## src/rtl/writeback_commit_pkg.sv

```systemverilog
// Shared types for the execute -> writeback boundary: result bundle and condition codes.
// The result bundle is defined here so execute and writeback use the same field layout.
package writeback_commit_pkg;

    localparam int DATA_W = 16;
    localparam int REG_AW = 3;
    localparam logic [REG_AW-1:0] PC_REG = 3'd7;

    typedef enum logic [1:0] {
        COND_ALWAYS = 2'b00,
        COND_Z      = 2'b01,
        COND_C      = 2'b10,
        COND_RSVD   = 2'b11
    } cond_e;

    typedef struct packed {
        logic [REG_AW-1:0] dest;
        logic [DATA_W-1:0] result;
        logic              rf_we;
        logic              c;
        logic              z;
        logic              c_we;
        logic              z_we;
        cond_e             cond;
    } wb_bundle_t;

    // The reserved code executes unconditionally, the same as COND_ALWAYS.
    function automatic logic cond_pass(input cond_e cond, input logic c, input logic z);
        case (cond)
            COND_C:  return c;
            COND_Z:  return z;
            default: return 1'b1;
        endcase
    endfunction

endpackage

```

## src/rtl/writeback_commit_result_fifo.sv

```systemverilog
// In-order synchronous FIFO of writeback bundles with registered occupancy count.
// DEPTH must be a power of two so the pointers wrap naturally.
module result_fifo
    import writeback_commit_pkg::*;
#(
    parameter int DEPTH = 2,
    localparam int PTR_W = $clog2(DEPTH),
    localparam int CW    = $clog2(DEPTH + 1)
) (
    input  logic          clk,
    input  logic          rst,
    input  logic          push_i,
    input  logic          pop_i,
    input  wb_bundle_t    wdata_i,
    output wb_bundle_t    rdata_o,
    output logic          full_o,
    output logic          empty_o,
    output logic [CW-1:0] count_o
);

    wb_bundle_t       mem_q [DEPTH];
    logic [PTR_W-1:0] wr_ptr_q, wr_ptr_d;
    logic [PTR_W-1:0] rd_ptr_q, rd_ptr_d;
    logic [CW-1:0]    count_q, count_d;
    logic             do_push, do_pop;

    assign full_o  = (count_q == CW'(DEPTH));
    assign empty_o = (count_q == '0);
    assign count_o = count_q;
    assign rdata_o = mem_q[rd_ptr_q];

    assign do_push = push_i & ~full_o;
    assign do_pop  = pop_i & ~empty_o;

    always_comb begin
        wr_ptr_d = wr_ptr_q;
        rd_ptr_d = rd_ptr_q;
        count_d  = count_q;
        if (do_push) wr_ptr_d = wr_ptr_q + 1'b1;
        if (do_pop)  rd_ptr_d = rd_ptr_q + 1'b1;
        case ({do_push, do_pop})
            2'b10:   count_d = count_q + 1'b1;
            2'b01:   count_d = count_q - 1'b1;
            default: count_d = count_q;
        endcase
    end

    always_ff @(posedge clk or posedge rst) begin
        if (rst) begin
            wr_ptr_q <= '0;
            rd_ptr_q <= '0;
            count_q  <= '0;
        end else begin
            wr_ptr_q <= wr_ptr_d;
            rd_ptr_q <= rd_ptr_d;
            count_q  <= count_d;
        end
    end

    // Storage carries no reset; an entry is only read once the count says it is valid.
    always_ff @(posedge clk) begin
        if (do_push) mem_q[wr_ptr_q] <= wdata_i;
    end

endmodule

```

## src/rtl/writeback_commit.sv

```systemverilog
// Writeback/commit stage: buffers execute results, applies C/Z conditional execution,
// drives the register-file write port, owns the architectural flags and retire counter.
module writeback_commit #(
    parameter int DATA_W = 16,
    parameter int REG_AW = 3,
    parameter int DEPTH  = 2,
    parameter int CNT_W  = 32
) (
    input  logic              clk,
    input  logic              rst,
    input  logic              ex_valid,
    output logic              ex_ready,
    input  logic [REG_AW-1:0] ex_dest,
    input  logic [DATA_W-1:0] ex_result,
    input  logic              ex_rf_we,
    input  logic              ex_c,
    input  logic              ex_z,
    input  logic              ex_c_we,
    input  logic              ex_z_we,
    input  logic [1:0]        ex_cond,
    input  logic              wb_stall,
    output logic              rf_we,
    output logic [REG_AW-1:0] rf_addr,
    output logic [DATA_W-1:0] rf_data,
    output logic              c_flag,
    output logic              z_flag,
    output logic              pc_redirect,
    output logic [DATA_W-1:0] pc_target,
    output logic [CNT_W-1:0]  retire_cnt
);

    import writeback_commit_pkg::*;

    localparam int CW = $clog2(DEPTH + 1);

    wb_bundle_t    in_b, head_b;
    logic          push, pop, commit;
    logic          fifo_full, fifo_empty;
    logic [CW-1:0] fifo_cnt;

    logic              rf_we_q, rf_we_d;
    logic [REG_AW-1:0] rf_addr_q, rf_addr_d;
    logic [DATA_W-1:0] rf_data_q, rf_data_d;
    logic              c_q, c_d, z_q, z_d;
    logic              redirect_q, redirect_d;
    logic [DATA_W-1:0] pc_target_q, pc_target_d;
    logic [CNT_W-1:0]  retire_q, retire_d;

    always_comb begin
        in_b        = '0;
        in_b.dest   = ex_dest;
        in_b.result = ex_result;
        in_b.rf_we  = ex_rf_we;
        in_b.c      = ex_c;
        in_b.z      = ex_z;
        in_b.c_we   = ex_c_we;
        in_b.z_we   = ex_z_we;
        in_b.cond   = cond_e'(ex_cond);
    end

    // Readiness comes only from the registered count, never from ex_valid.
    assign ex_ready = (fifo_cnt < CW'(DEPTH));
    assign push     = ex_valid & ~fifo_full;
    assign pop      = ~fifo_empty & ~wb_stall;

    result_fifo #(.DEPTH(DEPTH)) u_fifo (
        .clk     (clk),
        .rst     (rst),
        .push_i  (push),
        .pop_i   (pop),
        .wdata_i (in_b),
        .rdata_o (head_b),
        .full_o  (fifo_full),
        .empty_o (fifo_empty),
        .count_o (fifo_cnt)
    );

    // The head is judged against the live flag registers; older entries have already updated them.
    always_comb begin
        commit      = pop & cond_pass(head_b.cond, c_q, z_q);
        rf_we_d     = commit & head_b.rf_we;
        rf_addr_d   = rf_addr_q;
        rf_data_d   = rf_data_q;
        c_d         = c_q;
        z_d         = z_q;
        pc_target_d = pc_target_q;
        if (rf_we_d) begin
            rf_addr_d = head_b.dest;
            rf_data_d = head_b.result;
        end
        if (commit && head_b.c_we) c_d = head_b.c;
        if (commit && head_b.z_we) z_d = head_b.z;
        redirect_d = rf_we_d & (head_b.dest == PC_REG);
        if (redirect_d) pc_target_d = head_b.result;
        retire_d = retire_q + CNT_W'(pop);
    end

    always_ff @(posedge clk or posedge rst) begin
        if (rst) begin
            rf_we_q     <= 1'b0;
            rf_addr_q   <= '0;
            rf_data_q   <= '0;
            c_q         <= 1'b0;
            z_q         <= 1'b0;
            redirect_q  <= 1'b0;
            pc_target_q <= '0;
            retire_q    <= '0;
        end else begin
            rf_we_q     <= rf_we_d;
            rf_addr_q   <= rf_addr_d;
            rf_data_q   <= rf_data_d;
            c_q         <= c_d;
            z_q         <= z_d;
            redirect_q  <= redirect_d;
            pc_target_q <= pc_target_d;
            retire_q    <= retire_d;
        end
    end

    assign rf_we       = rf_we_q;
    assign rf_addr     = rf_addr_q;
    assign rf_data     = rf_data_q;
    assign c_flag      = c_q;
    assign z_flag      = z_q;
    assign pc_redirect = redirect_q;
    assign pc_target   = pc_target_q;
    assign retire_cnt  = retire_q;

endmodule
```

## config.mk

```make
export PLATFORM = sky130hd
export DESIGN_NAME = writeback_commit
export DESIGN_NICKNAME = d
export VERILOG_FILES = /design/src/rtl/writeback_commit_pkg.sv /design/src/rtl/writeback_commit_result_fifo.sv /design/src/rtl/writeback_commit.sv
export SDC_FILE = /design/constraint.sdc
export NUM_CORES = 1
export LEC_CHECK = 0
export CAP_MARGIN = 10
export CORE_UTILIZATION = 30
export DETAILED_ROUTE_END_ITERATION = 8
export MAX_ROUTING_LAYER = met4
export PLACE_DENSITY_LB_ADDON = 0.2
export SYNTH_ARGS = -nofsm -noshare
export SYNTH_HDL_FRONTEND = slang
export SYNTH_SLANG_ARGS = --single-unit
export TNS_END_PERCENT = 100
```

## constraint.sdc

```tcl
create_clock -name clk -period 4.15 [get_ports clk]
set_clock_uncertainty 0.1 [all_clocks]
set_input_delay 1.0375 -clock clk [delete_from_list [all_inputs] [get_ports clk]]
set_output_delay 1.0375 -clock clk [all_outputs]
set_load 0.02 [all_outputs]
```

## Word-level counts from Yosys, hierarchy flattened

Memory sizes are Yosys's and may differ from the RTL's.
Index checks and enable logic that the tools add are counted.

| storage, ports and cells | value |
|---|---|
| register bits | 75 |
| bits in writable memories | 52 |
| word-level logic and storage cells | 42 |
| memories | 1 |

Memories:

| name | depth | width | rd ports | clocked after memory_dff | wr ports | line | RTL |
|---|---|---|---|---|---|---|---|
| u_fifo.mem_q | 2 | 26 | 1 | 0 | 1 | writeback_commit_result_fifo.sv:21 | `wb_bundle_t mem_q [DEPTH];` |

| operators by class | value |
|---|---|
| add/sub/neg operators | 5 |
| magnitude comparators | 1 |
| equal/unequal tests | 6 |
| muxes and demuxes | 4 |
| bitwise operators | 10 |
| reductions and logical operators | 4 |

Operators by type and width:

| cell | count |
|---|---|
| adder 32 x 1 -> 32 bit | 1 |
| AND 1 bit | 7 |
| equality test 2 bit, second input constant | 3 |
| equality test 2 x 1 -> 1 bit, second input constant | 2 |
| case mux 2 bit (2 select lines) | 1 |
| equality test 3 bit, second input constant | 1 |
| NOT 1 bit | 3 |
| adder 1 bit, second input constant | 2 |
| adder 2 x 1 -> 2 bit, second input constant | 1 |
| logical AND 1 bit | 2 |
| logical NOT 2 bit | 1 |
| < comparator 2 bit, second input constant | 1 |
| 2-to-1 mux 1 bit | 2 |
| case mux 1 bit (2 select lines) | 1 |
| nonzero test 2 bit | 1 |
| subtractor 2 x 1 -> 2 bit, second input constant | 1 |

## Longest topological paths before layout

Gate-level depths: netlist of run 1.

| depth | value |
|---|---|
| depth after elaboration | 6 |
| gate-level depth with buffers | 10 |
| mapped depth without buffers | 8 |

## Hierarchy

Synthesis of run 1 repeated with hierarchy kept, for this count alone.

| unflattened totals | value |
|---|---|
| cell total of the unflattened synthesis | 326 |
| area total of the unflattened synthesis | 5250.0 sq um |

By module, submodules not included:

| module | instances | cells each | area each (sq um) | sequential area each (sq um) |
|---|---|---|---|---|
| writeback_commit | 1 | 226 | 3072.9 | 1776.7 |
| result_fifo | 1 | 100 | 2177.1 | 1661.6 |

## Worst setup path after synthesis of run 1

Ideal clock, no wire load.

| timing path | value |
|---|---|
| path type | input to register |
| start | input ex_valid |
| end | memory u_fifo.mem_q[0][0] in the netlist's numbering (enable) |
| library setup time | 0.409 ns |
| data arrival time | 2.351 ns |
| data required time | 3.641 ns |
| path slack | 1.290 ns |
| stages on the path | 2 |
| path through | o21ai_0 > nor2_1 |

| between the ends | value |
|---|---|
| word-level cells in the longest chain between the ends | 4 |

RTL lines:

| what | line | RTL |
|---|---|---|
| from (decl) | writeback_commit.sv:11 | `input logic ex_valid,` |
| AND 1 bit | writeback_commit.sv:63 | `assign push = ex_valid & ~fifo_full;` |
| AND 1 bit | writeback_commit_result_fifo.sv:32 | `assign do_push = push_i & ~full_o;` |
| 2-to-1 mux 1 bit | writeback_commit_result_fifo.sv:62 | `if (do_push) mem_q[wr_ptr_q] <= wdata_i;` |
| 2-to-1 mux 1 bit (implied by the code) | writeback_commit_result_fifo.sv:62 |  |
| to (decl) | writeback_commit_result_fifo.sv:21 |  |

No other way between the ends.

## Worst setup path in the final report of run 1

| timing path | value |
|---|---|
| start | input wb_stall |
| end | register retire_q[22] (netlist: retire_cnt[22]) |

| between the ends | value |
|---|---|
| word-level cells in the longest chain between the ends | 3 |

RTL lines:

| what | line | RTL |
|---|---|---|
| from (decl) | writeback_commit.sv:21 | `input logic wb_stall,` |
| NOT 1 bit | writeback_commit.sv:64 | `assign pop = ~fifo_empty & ~wb_stall;` |
| AND 1 bit | writeback_commit.sv:64 |  |
| adder 32 x 1 -> 32 bit | writeback_commit.sv:95 | `retire_d = retire_q + CNT_W'(pop);` |
| named net retire_d[22] | writeback_commit.sv:47 | `logic [CNT_W-1:0] retire_q, retire_d;` |
| to (signal assigned) | writeback_commit.sv:116 | `retire_q <= retire_d;` |
| to (decl) | writeback_commit.sv:47 |  |

The timed path passes the listed nets, and every way through them passes these cells.
A chain may end at the register's enable or synchronous reset.

==> impl_metrics.json, run 1 <==
{
  "switching_share_pct": 32.39,
  "clock_latency_ns": 0.42,
  "synth_nets": 392,
  "max_slew_margin_pct": 38.61,
  "drive_above_1_share_pct": 9.298,
  "dr.pass1.iters": 4,
  "startpoint": "wb_stall",
  "critical_path.max_fanout": 12,
  "status": "finished, final reports clean",
  "crit_chain": "clkdlybuf4s50_1, o21bai_1, inv_1, ha_1, ha_1, nand3_1, nor2_1, buf_4, and4bb_2, xor2_1",
  "finalMaxSlewViolations": 0,
  "start_kind": "primary input",
  "drt_wl_total_microns": 10550,
  "rsz0062_at_grt": "false",
  "dr.max_layer_used": "met4",
  "antenna_found_initial": 0,
  "die-area_sq_mm": 0.01694,
  "ys.flop_type": "dfrtp_1",
  "globalplace.congestion": 0.7734,
  "antenna_cells": 0,
  "r2r-start": "u_fifo.rd_ptr_q$_DFFE_PP0P_",
  "pwr-share-seq_pct": 40.8,
  "syn-cell-area_sq_mm": 0.004927,
  "synth_area_per_cell_sq_um": 13.84,
  "ys_async_sr_fraction_pct": 59.06,
  "power.switching_mw": 1.544,
  "finalSetupViolCount": 0,
  "place_hpwl_microns": 6915,
  "ant_nets": 0,
  "intPower_mw": 3.224,
  "routed_via_density": 4.507,
  "critPathKind": "in -> reg",
  "post-route-drc-count": 0,
  "grt_pass1_wl_microns": 16700,
  "ctsHoldBuffers": 0,
  "netlist.area_leader.share_pct": 38.09,
  "cts_tree": "yes",
  "synth.area.top_cells": "dfrtp_1 38%, edfxtp_1 32%, mux2i_1 5.3%",
  "clk_path_buf_depth": 2,
  "crit_required_ns": 4.34,
  "clk_pin_slew_ns": 0.05,
  "core-area_sq_mm": 0.01594,
  "p_per_area_mw_per_mm2": 706.2,
  "die_h_microns": 130.2,
  "numPortBuffers": 101,
  "grt_usage_pct": 13.90,
  "num_rows": 46,
  "initial_core_util_pct": 30.91,
  "cts_sinks": 127,
  "crit_slowest_cell": "clkdlybuf4s50_1",
  "met1_length_microns": 4775,
  "ys_seq_area_share_pct": 69.78,
  "p_comb_share_pct": 29.7,
  "grt_pass1_vias": 3197,
  "ys_ff_latch": 127,
  "period_minus_slack_ns": 2.893,
  "setup_slack_ns": 1.257,
  "wl_met2_microns": 5050,
  "crit_top_cell": "ha_1",
  "arrival_ns": 3.08,
  "finalSetupTns_ns": 0,
  "hold_start": "retire_cnt[31]$_DFF_PP0_",
  "post-cts-setup-buffers": 0,
  "clkPwrFrac_pct": 29.5,
  "nNetsFinal": 507,
  "final_common_cell": "clkdlybuf4s50_1",
  "synth_cells": 356,
  "cts_resized": 0,
  "critPathCaptureType": "flip-flop",
  "leakagePower_nw": 2.658,
  "overflow": 0,
  "worst_pin_slew_ns": 0.9158,
  "htreeDepth": 4,
  "synth-edff-count": 52,
  "mostFrequentLayoutCells": "101 x clkdlybuf4s50_1, 74 x dfrtp_1, 52 x edfxtp_1",
  "syn_to_final_growth_pct": 37.02,
  "hold_viol": 0,
  "yosys.area.top_type": "dfrtp_1",
  "wl_met3_microns": 565,
  "hold_class": "reg -> reg",
  "numCtsBuffers": 17,
  "synth_cell_types": 30,
  "vias": 3155,
  "pin_count": 102,
  "cap_violations": 0,
  "slowest_delay_ns": 0.46,
  "fmaxAchievable_mhz": 345.7,
  "drtIter0Drc": 125,
  "dpl_worst_slack_ns": 0.7998,
  "fin_crit_sh_pct": 69.71,
  "grt_max_degree": 40,
  "die_x_microns": 130.2,
  "ir_worst_vdd_uv": 461.7,
  "yosysWarningCount": 0,
  "root_buffer": "clkbuf_16",
  "wire_per_inst_microns": 15.07
}
-- sequential cells by signal, indices dropped and copies added (netlist names) --
| signal | flops |
|---|---|
| rf_data | 16 |
| rf_addr | 3 |
| u_fifo.wr_ptr_q | 1 |
| u_fifo.mem_q | 52 |
| u_fifo.count_o | 2 |
| z_flag | 1 |
| rf_we | 1 |
| u_fifo.rd_ptr_q | 1 |
| pc_redirect | 1 |
| retire_cnt | 32 |
| c_flag | 1 |
| pc_target | 16 |
-- per-stage QoR --
stage / util, % / instance area [sq um] / power, mW / hold slack (ns) / cells
global route: 42.35 / 6751 / 5.033 / 0.4178 / 700
floorplan: - / 4927 / 2.742 / 0.3681 / 356
CTS: 42.35 / 6751 / 4.836 / 0.4009 / 700
global placement: 38.83 / 6191 / 3.390 / 0.3850 / 668
finish: 42.35 / 6751 / 4.768 / 0.3916 / 700
detailed placement: 38.83 / 6191 / 3.412 / 0.3891 / 668
-- path summary, 6_finish.rpt --
check / slack, ns / end / depth (start not counted)
max: 1.26 / retire_cnt[22]$_DFF_PP0_ / 10
min: 0.39 / retire_cnt[31]$_DFF_PP0_ / 1
max reg2reg: 1.29 / rf_data[11]$_DFFE_PP0P_ / 8
min reg2reg: 0.39 / retire_cnt[31]$_DFF_PP0_ / 1
max in group asynchronous: 2.24 / rf_data[7]$_DFFE_PP0P_ / 3
min in group asynchronous: 0.96 / retire_cnt[11]$_DFF_PP0_ / 2
-- layer usage --
layer  track usage, %  up-vias
li1                 -     1503
met1            16.97     1558
met2            21.18       83
met3            4.387       11
met4            5.951        0
met5                -        -
-- cell usage after synthesis, types with 4 or more instances --
cell type / n
nor2_1: 47
buf_2: 6
edfxtp_1: 52
xnor2_1: 28
nand4_1: 11
inv_1: 6
a21oi_1: 35
nand2_1: 12
nor3_1: 4
dfrtp_1: 75
nand3_1: 15
mux2i_1: 26
xor2_1: 7
ha_1: 6
-- cell families after synthesis --
logic type / after synthesis / share of synthesized area (%)
buffers and inverters: 18 / 2.133
XOR/XNOR: 35 / 6.222
adder cells (fa/ha/maj): 6 / 1.524
AO/OA/AOI/OAI: 43 / 5.180
flip-flops: 127 / 69.78
multiplexers: 26 / 5.282
AND/OR/NAND/NOR: 101 / 9.878
-- power by group through the flow --
stage	registers, mW	clock network (mW)	logic [mW]
CTS	1.95	1.44	1.44
finish	1.95	1.41	1.42
detailed placement	1.97	0	1.44
global route	1.99	1.49	1.55
floorplan	2.12	0	0.625
global placement	1.97	0	1.42
-- worst max-delay path, delay by kind of cell --
family	cells	cell delay, ns
xor gates and xnor gates	1	0.14
and+or+nand+nor	3	0.36
buffers and inverters	3	0.80
AOI/OAI and AO/OA	1	0.28
adders and majority gates	2	0.47
-- cell type report --
class	count	area, sq um
clock buffer	22	444.2
clock inverter	10	116.4
fill	1487	9191
inverter	6	23.77
multi-input combinational	211	1394
sequential	127	3440
tap	216	270.3
timing repair buffer	108	1064
Note: power is estimated with default switching activity, not from simulation.
==> inputs of run 2 (changes only) <==
- clock period: 4.15 -> 2.5 ns (I/O delays scaled with it)
==> run 2 against run 1 <==
  * Via count rose by 0.29%
  * Global-route usage rose by 0.063 points
  * Register-to-register slack got worse by 1.0 ns
  * Worst setup slack got worse by 1.0 ns
  * Critical path depth fell by 9
  * Sequential power rose by 61%
  * Count of clock-buffer cells in the layout rose by 3
  * Sequential share of layout area fell by 1.4 points
  * Non-clock buffer count rose by 13
  * Combinational power rose by 80%
  * Die area did not move
  * Cell count rose by 1.9%
  * Critical endpoint is now retire_cnt[2]
  * Largest power group unchanged
==> impl_metrics.json, run 2 (synthesized netlist as in run 1, its figures left out) <==
{
  "status": "finished, final reports clean",
  "crit_slowest_cell": "clkdlybuf4s50_1",
  "grt_max_degree": 34,
  "path_buf_inv": 1,
  "arrival_ns": 1.54,
  "clock_latency_ns": 0.42,
  "dpl_worst_slack_ns": -0.09352,
  "fin_crit_sh_pct": 90.79,
  "reg2reg_depth": 8,
  "fmaxAchievable_mhz": 440.6,
  "holdPathStages": 1,
  "clk_path_buf_depth": 2,
  "cts_sinks": 127,
  "wire_per_inst_microns": 14.65,
  "antenna_found_initial": 0,
  "nNetsFinal": 520,
  "largest_reg_flops": 52,
  "final_core_util_pct": 43.56,
  "setup_slack_ns": 0.2303,
  "start_kind": "flip-flop",
  "dp.cells": 681,
  "finalSetupViolCount": 0,
  "numCtsBuffers": 17,
  "crit_chain": "clkdlybuf4s50_1",
  "die-area_sq_mm": 0.01694,
  "mostFrequentLayoutCells": "101 x clkdlybuf4s50_1, 75 x dfrtp_1, 52 x edfxtp_1",
  "instances_no_fill": 713,
  "final_cell_area_sq_mm": 0.006944,
  "drt_wl_total_microns": 10450,
  "htreeDepth": 4,
  "worst_pin_slew_ns": 0.6733,
  "antenna_cells": 0,
  "finalMaxSlewViolations": 0,
  "dr.pass1.iters": 5,
  "p_per_area_mw_per_mm2": 1169,
  "drtIter0Drc": 121,
  "hold_viol": 0,
  "cts_tree": "yes",
  "switching_share_pct": 31.40,
  "clk_pin_slew_ns": 0.05,
  "die_x_microns": 130.2,
  "root_buffer": "clkbuf_16",
  "ir_worst_vdd_uv": 607.1,
  "pin_count": 102,
  "leakagePower_nw": 2.748,
  "initial_core_util_pct": 30.91,
  "crit_required_ns": 1.77,
  "grt_pass1_wl_microns": 16650,
  "pwr-share-seq_pct": 38.6,
  "clkPwrFrac_pct": 30.0,
  "period_minus_slack_ns": 2.270,
  "post-cts-setup-buffers": 0,
  "routed_via_density": 4.438,
  "syn_to_final_growth_pct": 40.93,
  "dpl_cell_area_sq_mm": 0.006365,
  "critPathKind": "reg -> out",
  "grt_pass1_vias": 3211,
  "final_common_cell": "clkdlybuf4s50_1",
  "numPortBuffers": 101,
  "overflow": 0,
  "power.switching_mw": 2.548,
  "ctsHoldBuffers": 0,
  "vias": 3164,
  "ant_nets": 0,
  "critPathCaptureType": "primary output",
  "die_h_microns": 130.2,
  "cap_violations": 0,
  "intPower_mw": 5.566,
  "critical_path.max_fanout": 7,
  "p_comb_share_pct": 31.4,
  "max_slew_margin_pct": 54.64,
  "num_rows": 46,
  "core-area_sq_mm": 0.01594,
  "slowest_delay_ns": 0.65,
  "place_hpwl_microns": 7051,
  "critical_path_depth": 1,
  "post-route-drc-count": 0,
  "grt_usage_pct": 13.97,
  "hold_class": "reg -> reg",
  "drive_above_1_share_pct": 10.87,
  "globalplace.congestion": 0.7655,
  "cts_resized": 0,
  "rsz0062_at_grt": "false",
  "critical-path-top-delay-family": "buffers and inverters",
  "top_register": "u_fifo.mem_q"
}
==> run 2: cell types whose count changed in the layout (fill, tap and decap cells not counted), sizes merged <==
cell      before  now
buf            7   20
clkinv         7    2
clkbuf        22   25
bufinv         2    3
clkinvlp       2    3
==> run 2: power by group through the flow <==
stage               logic (mW)  registers [mW]  clock network (mW)
floorplan                 1.04            3.52                   0
global placement          2.56            3.16                   0
detailed placement        2.59            3.16                   0
CTS                       2.60            3.14                2.49
global route              2.78            3.20                2.60
finish                    2.55            3.13                2.43
==> run 2: area by class of cell <==
type,instances,area (sq um)
inverter,6,26.28
clock inverter,7,113.9
sequential,127,3438
fill,1475,8999
tap,216,270.3
clock buffer,25,465.4
timing repair buffer,121,1236
multi-input combinational,211,1394
==> run 2: path summary, 6_finish.rpt <==
path                                              to                         from  slack [ns]
min                         retire_cnt[31]$_DFF_PP0_     retire_cnt[31]$_DFF_PP0_        0.37
max                                    retire_cnt[2]      retire_cnt[2]$_DFF_PP0_        0.23
max in group asynchronous  pc_target[15]$_DFFE_PP0P_                          rst        1.24
max reg2reg                   rf_data[3]$_DFFE_PP0P_  u_fifo.rd_ptr_q$_DFFE_PP0P_        0.25
min reg2reg                 retire_cnt[31]$_DFF_PP0_     retire_cnt[31]$_DFF_PP0_        0.37
min in group asynchronous   retire_cnt[12]$_DFF_PP0_                          rst        0.52
==> run 2: stage by stage <==
| stage | hold slack [ns] | TNS, ns | power [mW] |
|---|---|---|---|
| 4_1_cts | 0.3727 | 0 | 8.228 |
| 2_1_floorplan | 0.3681 | 0 | 4.553 |
| 3_3_place_gp | 0.3614 | -0.08847 | 5.715 |
| 6_report | 0.3659 | 0 | 8.115 |
| 5_1_grt | 0.3848 | 0 | 8.582 |
| 3_5_place_dp | 0.3662 | -0.1686 | 5.756 |
==> run 2: metal layers <==
| layer | track usage, % | share of wire (%) |
|---|---|---|
| met5 | - | 0 |
| met2 | 20.87 | 47 |
| met3 | 6.068 | 6.5 |
| met4 | 5.951 | 0.91 |
| met1 | 16.33 | 45 |
